--- src/rtl/ad_trig_capture_if.sv ---
// Capture-side bus: ADC sample input, arm/abort/trigger controls, RAM write port and capture status.
// ADC_THRESH_TRIG_EN adds the thresh input.
interface ad_trig_capture_if #(
  parameter int DATA_W = 8,
  parameter int ADDR_W = 9
);
  logic [DATA_W-1:0] ad_data;
  logic              arm;
  logic              abort;
  logic              trig_in;
  logic [3:0]        decim;
`ifdef ADC_THRESH_TRIG_EN
  logic [DATA_W-1:0] thresh;
`endif
  logic              ram_wr_en;
  logic [ADDR_W-1:0] ram_addr;
  logic [DATA_W-1:0] ram_din;
  logic              busy;
  logic              done;
  logic [ADDR_W-1:0] trig_addr;
  logic [ADDR_W-1:0] start_addr;

  modport slave (
    input  ad_data, arm, abort, trig_in, decim,
`ifdef ADC_THRESH_TRIG_EN
    input  thresh,
`endif
    output ram_wr_en, ram_addr, ram_din, busy, done, trig_addr, start_addr
  );

  modport master (
    output ad_data, arm, abort, trig_in, decim,
`ifdef ADC_THRESH_TRIG_EN
    output thresh,
`endif
    input  ram_wr_en, ram_addr, ram_din, busy, done, trig_addr, start_addr
  );
endinterface

--- src/rtl/ad_trig_capture.sv ---
// ADC capture into a circular RAM around a trigger, PRE_N pre-trigger samples, decimated writes.
// A sample is written one cycle after it is registered; ADC_THRESH_TRIG_EN adds a level-crossing trigger.
module ad_trig_capture #(
  parameter int DATA_W = 8,
  parameter int ADDR_W = 9,
  parameter int PRE_N  = 64
) (
  input  logic               clk_30M,
  input  logic               sys_rst_n,
  output logic               ad_clk,
  ad_trig_capture_if.slave   bus
);
  localparam int DEPTH  = 2 ** ADDR_W;
  localparam int POST_N = DEPTH - PRE_N - 1;
  localparam logic [ADDR_W-1:0] PRE_LAST  = ADDR_W'(PRE_N - 1);
  localparam logic [ADDR_W-1:0] POST_LAST = ADDR_W'(POST_N - 1);
  localparam logic [ADDR_W-1:0] PRE_OFS   = ADDR_W'(PRE_N);

  typedef enum logic [2:0] {S_IDLE, S_PRE, S_WAIT, S_POST, S_DONE} state_t;

  state_t            state_q, state_d;
  logic [DATA_W-1:0] ad_q, ad_d;
  logic              trig_q, trig_d;
  logic [3:0]        cnt_q, cnt_d;
  logic [3:0]        decim_l_q, decim_l_d;
  logic [ADDR_W-1:0] addr_q, addr_d;
  logic [ADDR_W-1:0] n_q, n_d;
  logic              pend_q, pend_d;
  logic              wr_en_q, wr_en_d;
  logic [ADDR_W-1:0] ram_addr_q, ram_addr_d;
  logic [ADDR_W-1:0] trig_addr_q, trig_addr_d;
  logic [ADDR_W-1:0] start_addr_q, start_addr_d;
  logic              busy_q, busy_d;
  logic              done_q, done_d;

  logic strobe, active, arm_ok, wr, trig_edge, thr_evt, evt;

  assign ad_clk    = clk_30M;
  assign strobe    = (cnt_q == 4'd0);
  assign active    = (state_q == S_PRE) || (state_q == S_WAIT) || (state_q == S_POST);
  assign arm_ok    = bus.arm && !bus.abort && ((state_q == S_IDLE) || (state_q == S_DONE));
  assign wr        = strobe && active;
  assign trig_edge = bus.trig_in && !trig_q;

`ifdef ADC_THRESH_TRIG_EN
  // Crossing is judged between consecutive written samples, not consecutive ADC samples.
  logic [DATA_W-1:0] last_q, last_d;
  assign thr_evt = wr && (state_q == S_WAIT) && (bus.ad_data >= bus.thresh) && (last_q < bus.thresh);
`else
  assign thr_evt = 1'b0;
`endif

  assign evt = pend_q || trig_edge || thr_evt;

  always_comb begin
    state_d      = state_q;
    ad_d         = bus.ad_data;
    trig_d       = bus.trig_in;
    cnt_d        = strobe ? decim_l_q : cnt_q - 4'd1;
    decim_l_d    = decim_l_q;
    addr_d       = addr_q;
    n_d          = n_q;
    pend_d       = pend_q;
    wr_en_d      = 1'b0;
    ram_addr_d   = ram_addr_q;
    trig_addr_d  = trig_addr_q;
    start_addr_d = start_addr_q;
`ifdef ADC_THRESH_TRIG_EN
    last_d       = last_q;
`endif
    if (bus.abort) begin
      state_d = S_IDLE;
      pend_d  = 1'b0;
    end else if (arm_ok) begin
      state_d   = S_PRE;
      cnt_d     = 4'd0;
      decim_l_d = bus.decim;
      addr_d    = '0;
      n_d       = '0;
      pend_d    = 1'b0;
    end else if (wr) begin
      wr_en_d    = 1'b1;
      ram_addr_d = addr_q;
      addr_d     = addr_q + 1'b1;
      n_d        = n_q + 1'b1;
`ifdef ADC_THRESH_TRIG_EN
      last_d     = bus.ad_data;
`endif
      case (state_q)
        S_PRE: begin
          if (n_q == PRE_LAST) begin
            state_d = S_WAIT;
            n_d     = '0;
          end
        end
        S_WAIT: begin
          if (evt) begin
            trig_addr_d  = addr_q;
            start_addr_d = addr_q - PRE_OFS;
            n_d          = '0;
            pend_d       = 1'b0;
            state_d      = (POST_N == 0) ? S_DONE : S_POST;
          end
        end
        S_POST: begin
          if (n_q == POST_LAST) state_d = S_DONE;
        end
        default: ;
      endcase
    end else if ((state_q == S_WAIT) && trig_edge) begin
      pend_d = 1'b1;
    end
    busy_d = (state_d == S_PRE) || (state_d == S_WAIT) || (state_d == S_POST);
    done_d = (state_d == S_DONE);
  end

  always_ff @(posedge clk_30M or negedge sys_rst_n) begin
    if (!sys_rst_n) begin
      state_q      <= S_IDLE;
      ad_q         <= '0;
      trig_q       <= 1'b0;
      cnt_q        <= '0;
      decim_l_q    <= '0;
      addr_q       <= '0;
      n_q          <= '0;
      pend_q       <= 1'b0;
      wr_en_q      <= 1'b0;
      ram_addr_q   <= '0;
      trig_addr_q  <= '0;
      start_addr_q <= '0;
      busy_q       <= 1'b0;
      done_q       <= 1'b0;
`ifdef ADC_THRESH_TRIG_EN
      last_q       <= '0;
`endif
    end else begin
      state_q      <= state_d;
      ad_q         <= ad_d;
      trig_q       <= trig_d;
      cnt_q        <= cnt_d;
      decim_l_q    <= decim_l_d;
      addr_q       <= addr_d;
      n_q          <= n_d;
      pend_q       <= pend_d;
      wr_en_q      <= wr_en_d;
      ram_addr_q   <= ram_addr_d;
      trig_addr_q  <= trig_addr_d;
      start_addr_q <= start_addr_d;
      busy_q       <= busy_d;
      done_q       <= done_d;
`ifdef ADC_THRESH_TRIG_EN
      last_q       <= last_d;
`endif
    end
  end

  assign bus.ram_wr_en  = wr_en_q;
  assign bus.ram_addr   = ram_addr_q;
  assign bus.ram_din    = ad_q;
  assign bus.busy       = busy_q;
  assign bus.done       = done_q;
  assign bus.trig_addr  = trig_addr_q;
  assign bus.start_addr = start_addr_q;
endmodule
--- src/flat_wrapper.sv ---
// flat-port wrapper written by rule: the top's interface ports become plain ports
module ad_trig_capture_flat 
#(
  parameter int DATA_W = 8,
  parameter int ADDR_W = 9,
  parameter int PRE_N  = 64
)
  (clk_30M, sys_rst_n, ad_clk, bus_ad_data, bus_arm, bus_abort, bus_trig_in, bus_decim, bus_ram_wr_en, bus_ram_addr, bus_ram_din, bus_busy, bus_done, bus_trig_addr, bus_start_addr);
  ad_trig_capture_if #(.DATA_W(DATA_W), .ADDR_W(ADDR_W)) bus_i ();
  input  logic clk_30M;
  input  logic sys_rst_n;
  output logic ad_clk;
  input wire logic [$bits(bus_i.ad_data)-1:0] bus_ad_data;
  input wire logic [$bits(bus_i.arm)-1:0] bus_arm;
  input wire logic [$bits(bus_i.abort)-1:0] bus_abort;
  input wire logic [$bits(bus_i.trig_in)-1:0] bus_trig_in;
  input wire logic [$bits(bus_i.decim)-1:0] bus_decim;
  output wire logic [$bits(bus_i.ram_wr_en)-1:0] bus_ram_wr_en;
  output wire logic [$bits(bus_i.ram_addr)-1:0] bus_ram_addr;
  output wire logic [$bits(bus_i.ram_din)-1:0] bus_ram_din;
  output wire logic [$bits(bus_i.busy)-1:0] bus_busy;
  output wire logic [$bits(bus_i.done)-1:0] bus_done;
  output wire logic [$bits(bus_i.trig_addr)-1:0] bus_trig_addr;
  output wire logic [$bits(bus_i.start_addr)-1:0] bus_start_addr;
  assign bus_i.ad_data = bus_ad_data;
  assign bus_i.arm = bus_arm;
  assign bus_i.abort = bus_abort;
  assign bus_i.trig_in = bus_trig_in;
  assign bus_i.decim = bus_decim;
  assign bus_ram_wr_en = bus_i.ram_wr_en;
  assign bus_ram_addr = bus_i.ram_addr;
  assign bus_ram_din = bus_i.ram_din;
  assign bus_busy = bus_i.busy;
  assign bus_done = bus_i.done;
  assign bus_trig_addr = bus_i.trig_addr;
  assign bus_start_addr = bus_i.start_addr;
  ad_trig_capture #(.DATA_W(DATA_W), .ADDR_W(ADDR_W), .PRE_N(PRE_N)) u_core (.clk_30M(clk_30M), .sys_rst_n(sys_rst_n), .ad_clk(ad_clk), .bus(bus_i));
endmodule
--- config.mk ---
export PLATFORM = sky130hd
export DESIGN_NAME = ad_trig_capture_flat
export DESIGN_NICKNAME = d
export VERILOG_FILES = /design/src/rtl/ad_trig_capture_if.sv /design/src/rtl/ad_trig_capture.sv /design/src/flat_wrapper.sv
export SDC_FILE = /design/constraint.sdc
export NUM_CORES = 1
export LEC_CHECK = 0
export CORE_MARGIN = 8
export CORE_UTILIZATION = 40
export CTS_CLUSTER_DIAMETER = 200
export CTS_CLUSTER_SIZE = 14
export DETAILED_ROUTE_END_ITERATION = 6
export GPL_TIMING_DRIVEN = 0
export HOLD_SLACK_MARGIN = 0.1
export PLACE_DENSITY_LB_ADDON = 0.05
export RECOVER_POWER = 25
export REMOVE_ABC_BUFFERS = 1
export SYNTH_ARGS = -nofsm -noshare
export SYNTH_HDL_FRONTEND = slang
export SYNTH_SLANG_ARGS = --single-unit
--- constraint.sdc ---
create_clock -name clk_30M -period 6.58 [get_ports clk_30M]
set_clock_uncertainty 0.1 [all_clocks]
set_input_delay 0.987 -clock clk_30M [delete_from_list [all_inputs] [get_ports clk_30M]]
set_output_delay 0.987 -clock clk_30M [all_outputs]
set_load 0.03 [all_outputs]
Yosys cells after proc, flatten, opt, wreduce, memory -nomap -nowiden
Cells that the tools add are included.

cells by class
  add/sub/neg operators = 4
  multiplexer cells = 26
  reduce and logical (&&, ||, !) cells = 22
  bitwise gates (word level) = 2
  eq/ne operators = 12

operator list
  operator               count
  $mux W9                6
  $add A9 B1 Y9 const B  2
  $mux W3                6
  $pmux W9 S2            1
  $eq A3 B2 Y1 const B   4
  $mux W4                3
  $eq A9 B6 Y1 const B   1
  $eq A9 B9 Y1 const B   1
  $mux W1                9
  $pmux W3 S3            1
  $sub A9 B7 Y9 const B  1
  $ne A4 B3 Y1 const B   2
  $eq A3 B1 Y1 const B   2
  $eq A3 B3 Y1 const B   2
  $logic_or A1 B1 Y1     6
  $reduce_and A3 Y1      2
  $logic_and A1 B1 Y1    5
  $reduce_and A5 Y1      1
  $logic_not A4 Y1       1
  $reduce_and A2 Y1      2
  $reduce_bool A4 Y1     1
  $sub A4 B1 Y4 const B  1
  $logic_not A3 Y1       1
  $logic_not A1 Y1       2
  other kinds (2)        3

storage, ports and cells
  bits of input ports = 17
  output and inout port bits = 39
  register bits = 69

Depth between registers and ports, before layout
Gate-level depths: netlist (run 1).

  depth in word-level cells = 11
  gate-level depth with buffers = 8
  mapped depth without buffers = 6

==> run_results.csv, run 1 <==
group,metric,value,unit
timing,rsz0062_at_grt,"false",
finish,layout-drive-gt1-share,0.149,
finish,multiInputGateArea,0.00120,mm^2
yosys,yosysSeqAreaShare,0.541,
yosys,synth.distinct_cells,53,
yosys,synth_top_area_frac,0.541,
setup_path,critPathRequiredTime,5.49,ns
power,clock_power_share,0.349,
setup_path,cp_data_arrival_time,4.10,ns
clock_network,worstSkewPairLatency,0.44,ns
timing,layout_setup_ws,1.40,ns
placement,portBuffers,55,
finish,antennaDiodeCount,0,
route,vias,2213,
setup_path,path_depth,3,
global_route,grt_overflow,0,
route,drc_errors,0,
yosys,ys_warn_count,0,
route,ant_nets,0,
yosys,synth_area_leaders,"dfrtp_1 (54%), mux2_2 (7.3%), ha_1 (2.6%)",
hold_path,hold_path_class,"flip-flop to flip-flop",
timing,tightest_slew,3.37,ns
setup_path,critPathLaunchType,"clock port",
setup_path,crit_path_max_fanout,2,
placement,dp_cells,396,
setup_path,crit_end,"ad_clk",
finish,final.fill_count,640,
finish,mostFrequentLayoutCell,"dfrtp_1",
power,powerDensity,289,mW/mm^2
global_route,grt_start_max_net_pins,64,
setup_path,crit_path_frequent_cell,"clkbuf_8",
run,drv_cap,1,
route,vias_per_cell,5.33,
floorplanning,pin_count,56,
global_route,antenna_found_initial,0,
power,fin_total_pwr,0.00108,W
clock_network,clk_pin_slew,0.07,ns
setup_path,crit_path_cell_trace,"clkbuf_8 > clkbuf_8 > clkdlybuf4s50_1",
clock_network,cts-hold-fix-buffers,0,
floorplanning,die_y,101,um
setup_path,path_class,"clock port to output pin",
power,swShare,0.317,
placement,place.gp.congestion,0.762,
global_route,grt_pass1_vias,2307,
route,drtIter0Drc,105,
run_status,violations,"max-capacitance violations, max-slew violations",
clock_network,post_cts_buffers,0,
power,p_leak,1.60,nW
finish,mostFrequentLayoutCells,"dfrtp_1 (63), clkdlybuf4s50_1 (45), mux2_2 (19), nand2_1 (17), clkbuf_8 (14)",
run_status,status,"complete, but fails checks",
setup_path,startpoint,"clk_30M",
clock_network,cts_tree,"built",
timing,finalSetupViolCount,0,
global_route,grt_pass1_wl,11000,um
setup_path,slowest_delay,0.58,ns
setup_path,r2r-start,"u_core.cnt_q[0]",
placement,dp_slack,1.64,ns
power,power_frac_seq,0.441,
yosys,synth_top_area_cell,"dfrtp_1",
setup_path,end_kind,"output pin",
yosys,ys_ff_latch,63,
placement,dp.final_hpwl,4260,um
floorplanning,chipWidth,101,um
timing,relSlewSlack,-1.25,
global_route,grt_usage,0.138,
hold_path,hold-path-cell-count,2,
setup_path,crit_buf_inv,3,
timing,final_max_slew_viol_count,64,
timing,timing.hold.ws,0.379,ns
clock_network,ctsResizeCount,0,
yosys,syn-cell-area,0.00291,mm^2
finish,final_cells,415,
finish,finalNetCount,334,
setup_path,crit_family,"buffers and inverters",
setup_path,critPathSlowestCell,"clkdlybuf4s50_1",
timing,fin_setup_tns,0,ns
timing,hold_viol,0,
floorplanning,start_util,0.408,
finish,area_growth,28.1,%
finish,seqCellArea,0.00158,mm^2
yosys,ys.flop_type,"dfrtp_1",
floorplanning,core,0.00714,mm^2
yosys,synthCells,258,
power,intPower,0.000736,W
setup_path,worstRegToRegCells,6,
setup_path,rr_endpoint,"u_core.bus.trig_addr[6]",
route,drtPass1Iterations,4,
floorplanning,fp-row-count,31,
power,p_sw,0.000341,W
yosys,syn_area_per_cell,11.3,um^2
floorplanning,dieArea,0.0103,mm^2
yosys,synth-edff-count,0,
route,wire_per_inst,15.4,um
power,power_frac_comb,0.210,
route,wl,6370,um
yosys,async_reset_ff_frac,1.00,
power,ir_drop,0.216,mV
setup_path,r2r_setup_slack,3.64,ns
[power by group through the flow]
stage / clock network [W] / logic [W] / registers, W
floorplan: 0 / 0.000115 / 0.000504
global placement: 0.0000253 / 0.000224 / 0.000482
detailed placement: 0.0000253 / 0.000231 / 0.000483
CTS: 0.000389 / 0.000232 / 0.000476
global route: 0.000408 / 0.000253 / 0.000484
finish: 0.000375 / 0.000226 / 0.000475
[registers in the layout, indices dropped and copies added (netlist names)]
signal                 count
u_core.addr_q              9
u_core.bus.busy            1
u_core.bus.done            1
u_core.bus.ram_addr        9
u_core.bus.ram_din         8
u_core.bus.ram_wr_en       1
u_core.bus.start_addr      9
u_core.bus.trig_addr       3
u_core.cnt_q               4
u_core.decim_l_q           4
u_core.n_q                 9
u_core.pend_q              1
u_core.state_q             3
u_core.trig_q              1
[per-layer routing]
layer	track usage	part of all wire	up-vias
met4	0.0699	0.014	0
li1	-	-	1051
met3	0.0646	0.080	11
met1	0.166	0.47	1088
met2	0.200	0.43	63
met5	0	0	-
[cell usage after synthesis (2+ instances only)]
library cell  number
nand2b_1           2
o2bb2ai_1          2
o41ai_1            2
nor3b_1            3
and4_1             2
buf_2              4
clkbuf_1           8
nand3b_1           2
and3_1             3
xor2_1             2
nand4_1            5
mux2i_1            4
a211oi_1           6
o21a_1             4
o31ai_1            5
o21ai_0            7
dfrtp_1           63
and2_1             2
nor3_1             5
nor4b_1            3
nor2_1            13
ha_1               6
buf_4              8
inv_1              8
a31oi_1            4
mux2_2            19
a41oi_1            4
a21oi_1            9
nor4_1             3
nand3_1           11
nand2_1           17
[tightest hold or removal path, cell delays in order (launching register included)]
cell and delay (ns):
dfrtp_1 0.34, nand2_1 0.05, nand2_1 0.06
[final cells by class]
| type | instances | area share |
|---|---|---|
| tap | 99 | 0.0332 |
| multi-input combinational | 166 | 0.320 |
| inverter | 8 | 0.00805 |
| clock buffer | 17 | 0.0563 |
| clock inverter | 3 | 0.00469 |
| timing repair buffer | 59 | 0.155 |
| sequential | 63 | 0.422 |
[logic make-up after synthesis]
group / count (synthesis) / share of synthesized area
adder cells (fa/ha/maj): 6 / 0.0258
AND/OR/NAND/NOR: 81 / 0.157
flip-flops: 63 / 0.541
XOR/XNOR: 3 / 0.00902
buffers and inverters: 29 / 0.0520
AO/OA/AOI/OAI: 53 / 0.128
multiplexers: 23 / 0.0872
[worst min path at each step]
stage	to	slack (ns)	startpoint
detailed placement	u_core.decim_l_q[1]	0.36	u_core.decim_l_q[1]
finish	u_core.decim_l_q[1]	0.38	u_core.decim_l_q[1]
global placement	u_core.decim_l_q[1]	0.36	u_core.decim_l_q[1]
global route	u_core.decim_l_q[1]	0.40	u_core.decim_l_q[1]
CTS	u_core.decim_l_q[1]	0.38	u_core.decim_l_q[1]
floorplan	u_core.decim_l_q[3]	0.35	u_core.decim_l_q[3]
[per-stage QoR]
| step | utilization | area, um^2 |
|---|---|---|
| final | 0.523 | 3730 |
| after CTS | 0.523 | 3740 |
| after floorplan | - | 2790 |
| after detailed placement | 0.493 | 3520 |
| after global routing | 0.523 | 3730 |
| after global placement | 0.486 | 3470 |
Note: power is estimated with default switching activity, not from simulation.
==> inputs of run 2 (changes only) <==
==> constraint.sdc (replaced) <==
create_clock -name clk_30M -period 4.3 [get_ports clk_30M]
set_clock_uncertainty 0.1 [all_clocks]
set_input_delay 0.645 -clock clk_30M [delete_from_list [all_inputs] [get_ports clk_30M]]
set_output_delay 0.645 -clock clk_30M [all_outputs]
set_load 0.03 [all_outputs]
==> run 2 against run 1 <==
Against the previous run: the flow still finishes with violations (max-capacitance violations, max-slew violations); cell count stayed put; via count did not move; sequential power rose by 53%; total power increased by 53%; critical path type unchanged; highest routed layer unchanged.
==> run_results.csv, run 2 (synthesis results as in run 1) <==
group,metric,value,unit
global_route,grt_usage,0.138,
clock_network,clk_pin_slew,0.07,ns
global_route,antenna_found_initial,0,
setup_path,startpoint,"clk_30M",
global_route,grt_overflow,0,
power,p_leak,1.61,nW
route,wl,6370,um
global_route,grt_pass1_wl,11000,um
placement,dp_slack,0.668,ns
floorplanning,pin_count,56,
route,ant_nets,0,
finish,fin_util,0.523,
floorplanning,dieArea,0.0103,mm^2
clock_network,post_cts_buffers,0,
hold_path,hold-path-cell-count,2,
setup_path,r2r-start,"u_core.cnt_q[0]",
global_route,grt_start_max_net_pins,64,
route,drtIter0Drc,105,
route,vias_per_cell,5.33,
finish,layout-drive-gt1-share,0.152,
timing,rsz0062_at_grt,"false",
power,powerDensity,441,mW/mm^2
hold_path,hp-start,"u_core.decim_l_q[1]",
clock_network,ctsResizeCount,0,
setup_path,slowest_delay,0.58,ns
route,vias,2213,
timing,layout_setup_ws,0.597,ns
setup_path,end_kind,"output pin",
finish,mostFrequentLayoutCells,"dfrtp_1 (63), clkdlybuf4s50_1 (45), mux2_2 (19), nand2_1 (17), clkbuf_8 (14)",
timing,hold_viol,0,
setup_path,critPathRequiredTime,3.56,ns
timing,finalSetupViolCount,0,
setup_path,r2r_setup_slack,1.36,ns
run_status,status,"complete, but fails checks",
floorplanning,chipWidth,101,um
setup_path,crit_family,"buffers and inverters",
placement,place.gp.congestion,0.762,
clock_network,worstSkewPairLatency,0.44,ns
global_route,grt_pass1_vias,2307,
floorplanning,fp-row-count,31,
setup_path,cp_data_arrival_time,2.96,ns
placement,portBuffers,55,
power,ir_drop,0.330,mV
hold_path,hold_end,"u_core.decim_l_q[1]",
setup_path,rr_endpoint,"u_core.bus.trig_addr[6]",
finish,area_growth,28.2,%
finish,mostFrequentLayoutCell,"dfrtp_1",
run,drv_cap,1,
timing,tightest_slew,1.57,ns
finish,finalNetCount,334,
setup_path,crit_path_cell_trace,"clkbuf_8 > clkbuf_8 > clkdlybuf4s50_1",
setup_path,path_class,"clock port to output pin",
clock_network,cts_tree,"built",
floorplanning,start_util,0.408,
route,drtPass1Iterations,4,
setup_path,worstRegToRegCells,6,
setup_path,critPathLaunchType,"clock port",
setup_path,critPathSlowestCell,"clkdlybuf4s50_1",
setup_path,crit_buf_inv,3,
setup_path,crit_path_max_fanout,2,
timing,final_max_slew_viol_count,64,
setup_path,crit_path_frequent_cell,"clkbuf_8",
route,drc_errors,0,
hold_path,hold_path_class,"flip-flop to flip-flop",
floorplanning,die_y,101,um
placement,dp.final_hpwl,4260,um
run_status,violations,"max-capacitance violations, max-slew violations",
timing,relSlewSlack,-0.0477,
finish,final.fill_count,640,
finish,antennaDiodeCount,0,
floorplanning,core,0.00714,mm^2
route,wire_per_inst,15.4,um
clock_network,cts-hold-fix-buffers,0,
==> run 2: cell counts in the layout (fill, tap and decap cells not counted) <==
No cell type changed its count.
==> run 2: report_power, final <==
| group | total (W) | switching, W | internal (W) |
|---|---|---|---|
| Combinational | 0.000347 | 0.000197 | 0.000149 |
| Sequential | 0.000727 | 0.0000646 | 0.000663 |
| Clock | 0.000575 | 0.000260 | 0.000314 |
==> run 2: worst max-delay path by stage <==
stage,to,slack [ns],cells past startpoint
after floorplan,u_core.n_q[3],0.63,6
after global placement,u_core.n_q[3],-1.10,4
after detailed placement,u_core.addr_q[8],0.67,5
after CTS,ad_clk,0.58,3
after global routing,ad_clk,0.58,3
final,ad_clk,0.60,3
==> run 2: per-stage QoR <==
step / power [W] / instances / hold WS (ns) / cell area, um^2 / TNS, ns
after floorplan: 0.000947 / 237 / 0.249 / 2790 / 0
after global placement: 0.00112 / 391 / 0.364 / 3470 / -18.84
after detailed placement: 0.00113 / 396 / 0.363 / 3520 / 0
after CTS: 0.00168 / 415 / 0.219 / 3740 / 0
after global routing: 0.00175 / 415 / 0.405 / 3730 / 0
final: 0.00165 / 415 / 0.379 / 3730 / 0
==> run 2: worst reg2reg max path, stage by stage, from the launching register on <==
cell and delay [ns]:
dfrtp_1 0.41, inv_1 0.07, ha_1 0.22, or3b_2 0.62
or2_2 0.43, nor3_4 0.57, mux2_2 0.41
==> run 2: layout make-up <==
class | count | area, um^2 | share of cell area
repair buffers | 59 | 579 | 0.155
flip-flops and latches | 63 | 1580 | 0.422
clock buffers | 17 | 210 | 0.0563
well taps | 99 | 124 | 0.0332
multi-input cells | 166 | 1200 | 0.320
inverters | 8 | 30.0 | 0.00804
clock inverters | 3 | 17.5 | 0.00469
==> run 2: layer usage <==
layer  GRT usage  wire (um)
met2       0.200       2770
met3      0.0646        511
met4      0.0699         91
met1       0.166       3000
met5           0          0
==> inputs of run 3 (changes only) <==
--- a/config.mk
+++ b/config.mk
@@ -7,6 +7,7 @@
 export LEC_CHECK = 0
 export CORE_MARGIN = 8
 export CORE_UTILIZATION = 40
+export CTS_BUF_LIST = sky130_fd_sc_hd__clkbuf_16
 export CTS_CLUSTER_DIAMETER = 200
 export CTS_CLUSTER_SIZE = 14
 export DETAILED_ROUTE_END_ITERATION = 6
==> run 3 against run 2 <==
Against the previous run: the run still ends with max-capacitance violations, max-slew violations left; sequential share of layout area shrank 1.3 points; cell count is the same; combinational power is essentially flat; flip-flop and latch count is the same; final area grew 3.1%; non-clock buffer count is the same; die area is the same; via count shrank 0.59%; global-route usage is essentially flat; total power grew 14%; core utilization grew 1.6 points; critical path type unchanged.
==> run_results.csv, run 3 (synthesis results as in run 1) <==
group,metric,value,unit
setup_path,startpoint,"clk_30M",
setup_path,crit_path_cell_trace,"clkbuf_16 > clkbuf_16 > clkdlybuf4s50_1",
finish,layout-drive-gt1-share,0.146,
placement,portBuffers,55,
floorplanning,fp-row-count,31,
setup_path,crit_path_frequent_cell,"clkbuf_16",
floorplanning,pin_count,56,
finish,final.fill_count,632,
route,drtIter0Drc,74,
setup_path,critPathRequiredTime,3.56,ns
floorplanning,start_util,0.408,
global_route,grt_overflow,0,
route,drtPass1Iterations,4,
global_route,antenna_found_initial,0,
timing,hold_viol,0,
hold_path,hold_path_class,"flip-flop to flip-flop",
route,drc_errors,0,
power,powerDensity,487,mW/mm^2
setup_path,r2r-start,"u_core.cnt_q[0]",
placement,dp.final_hpwl,4260,um
route,ant_nets,0,
route,wl,6410,um
floorplanning,core,0.00714,mm^2
placement,place.gp.congestion,0.762,
finish,mostFrequentLayoutCells,"dfrtp_1 (63), clkdlybuf4s50_1 (45), mux2_2 (19), nand2_1 (17), nor2_1 (13)",
setup_path,cp_data_arrival_time,2.98,ns
floorplanning,chipWidth,101,um
clock_network,post_cts_buffers,0,
timing,rsz0062_at_grt,"false",
run,drv_cap,1,
setup_path,crit_path_max_fanout,2,
power,fin_total_pwr,0.00187,W
floorplanning,die_y,101,um
power,ir_drop,0.343,mV
clock_network,worstSkewPairLatency,0.43,ns
setup_path,crit_buf_inv,3,
finish,area_growth,32.1,%
run_status,status,"complete, but fails checks",
timing,final_max_slew_viol_count,64,
power,p_leak,1.66,nW
finish,mostFrequentLayoutCell,"dfrtp_1",
global_route,grt_pass1_wl,11000,um
setup_path,crit_family,"buffers and inverters",
power,intPower,0.00133,W
clock_network,cts-hold-fix-buffers,0,
clock_network,ctsResizeCount,0,
power,p_sw,0.000548,W
finish,finalNetCount,334,
global_route,grt_usage,0.138,
timing,tightest_slew,1.58,ns
clock_network,cts_tree,"built",
setup_path,critPathSlowestCell,"clkdlybuf4s50_1",
clock_network,clk_pin_slew,0.05,ns
power,power_frac_comb,0.185,
run_status,violations,"max-capacitance violations, max-slew violations",
timing,fin_setup_tns,0,ns
finish,seqCellArea,0.00158,mm^2
finish,multiInputGateArea,0.00120,mm^2
setup_path,critPathLaunchType,"clock port",
route,vias_per_cell,5.30,
setup_path,end_kind,"output pin",
route,wire_per_inst,15.4,um
floorplanning,dieArea,0.0103,mm^2
finish,antennaDiodeCount,0,
timing,relSlewSlack,-0.0533,
setup_path,path_class,"clock port to output pin",
route,vias,2200,
setup_path,slowest_delay,0.58,ns
timing,finalSetupViolCount,0,
global_route,grt_pass1_vias,2314,
power,power_frac_seq,0.389,
power,swShare,0.292,
global_route,grt_start_max_net_pins,64,
hold_path,hp-start,"u_core.decim_l_q[1]",
power,clock_power_share,0.426,
[run 3: worst min-delay path: stages (launching register included)]
cell and delay, ns:
dfrtp_1 0.34, nand2_1 0.05, nand2_1 0.05
[run 3: path summary, 6_finish.rpt]
| path | end | slack [ns] | depth (start not counted) |
|---|---|---|---|
| setup / recovery | ad_clk | 0.58 | 3 |
| hold / removal | u_core.decim_l_q[1] | 0.38 | 2 |
| setup reg to reg | u_core.bus.trig_addr[8] | 1.36 | 6 |
| hold reg to reg | u_core.decim_l_q[1] | 0.38 | 2 |
| max in group asynchronous | u_core.bus.start_addr[6] | 2.64 | 1 |
| min in group asynchronous | u_core.n_q[2] | 0.48 | 1 |
[run 3: metrics by stage]
stage	hold WS [ns]	instance area, um^2	utilization	setup slack [ns]	cells
floorplan	0.249	2790	-	0.628	237
global placement	0.364	3470	0.486	-1.10	391
detailed placement	0.363	3520	0.493	0.668	396
CTS	0.242	3850	0.540	0.565	415
global route	0.400	3850	0.539	0.563	415
finish	0.375	3850	0.539	0.576	415
[run 3: power groups by stage]
| stage | Sequential, W | Combinational [W] | Clock [W] |
|---|---|---|---|
| after floorplan | 0.000771 | 0.000177 | 0 |
| after global placement | 0.000738 | 0.000342 | 0.0000387 |
| after detailed placement | 0.000739 | 0.000354 | 0.0000387 |
| after CTS | 0.000729 | 0.000355 | 0.000820 |
| after global routing | 0.000742 | 0.000388 | 0.000851 |
| final | 0.000728 | 0.000346 | 0.000799 |
[run 3: layout make-up]
cell class | count | share of cell area
clock buffer | 13 | 0.0806
clock inverter | 7 | 0.00845
inverter | 8 | 0.00780
multi-input combinational | 166 | 0.311
sequential | 63 | 0.410
tap | 99 | 0.0322
timing repair buffer | 59 | 0.151
[run 3: layer usage]
metal | share of wire | global-route usage | vias up
li1 | - | - | 1054
met1 | 0.46 | 0.168 | 1072
met2 | 0.44 | 0.200 | 61
met3 | 0.085 | 0.0646 | 13
met4 | 0.016 | 0.0664 | 0
met5 | 0 | 0 | -
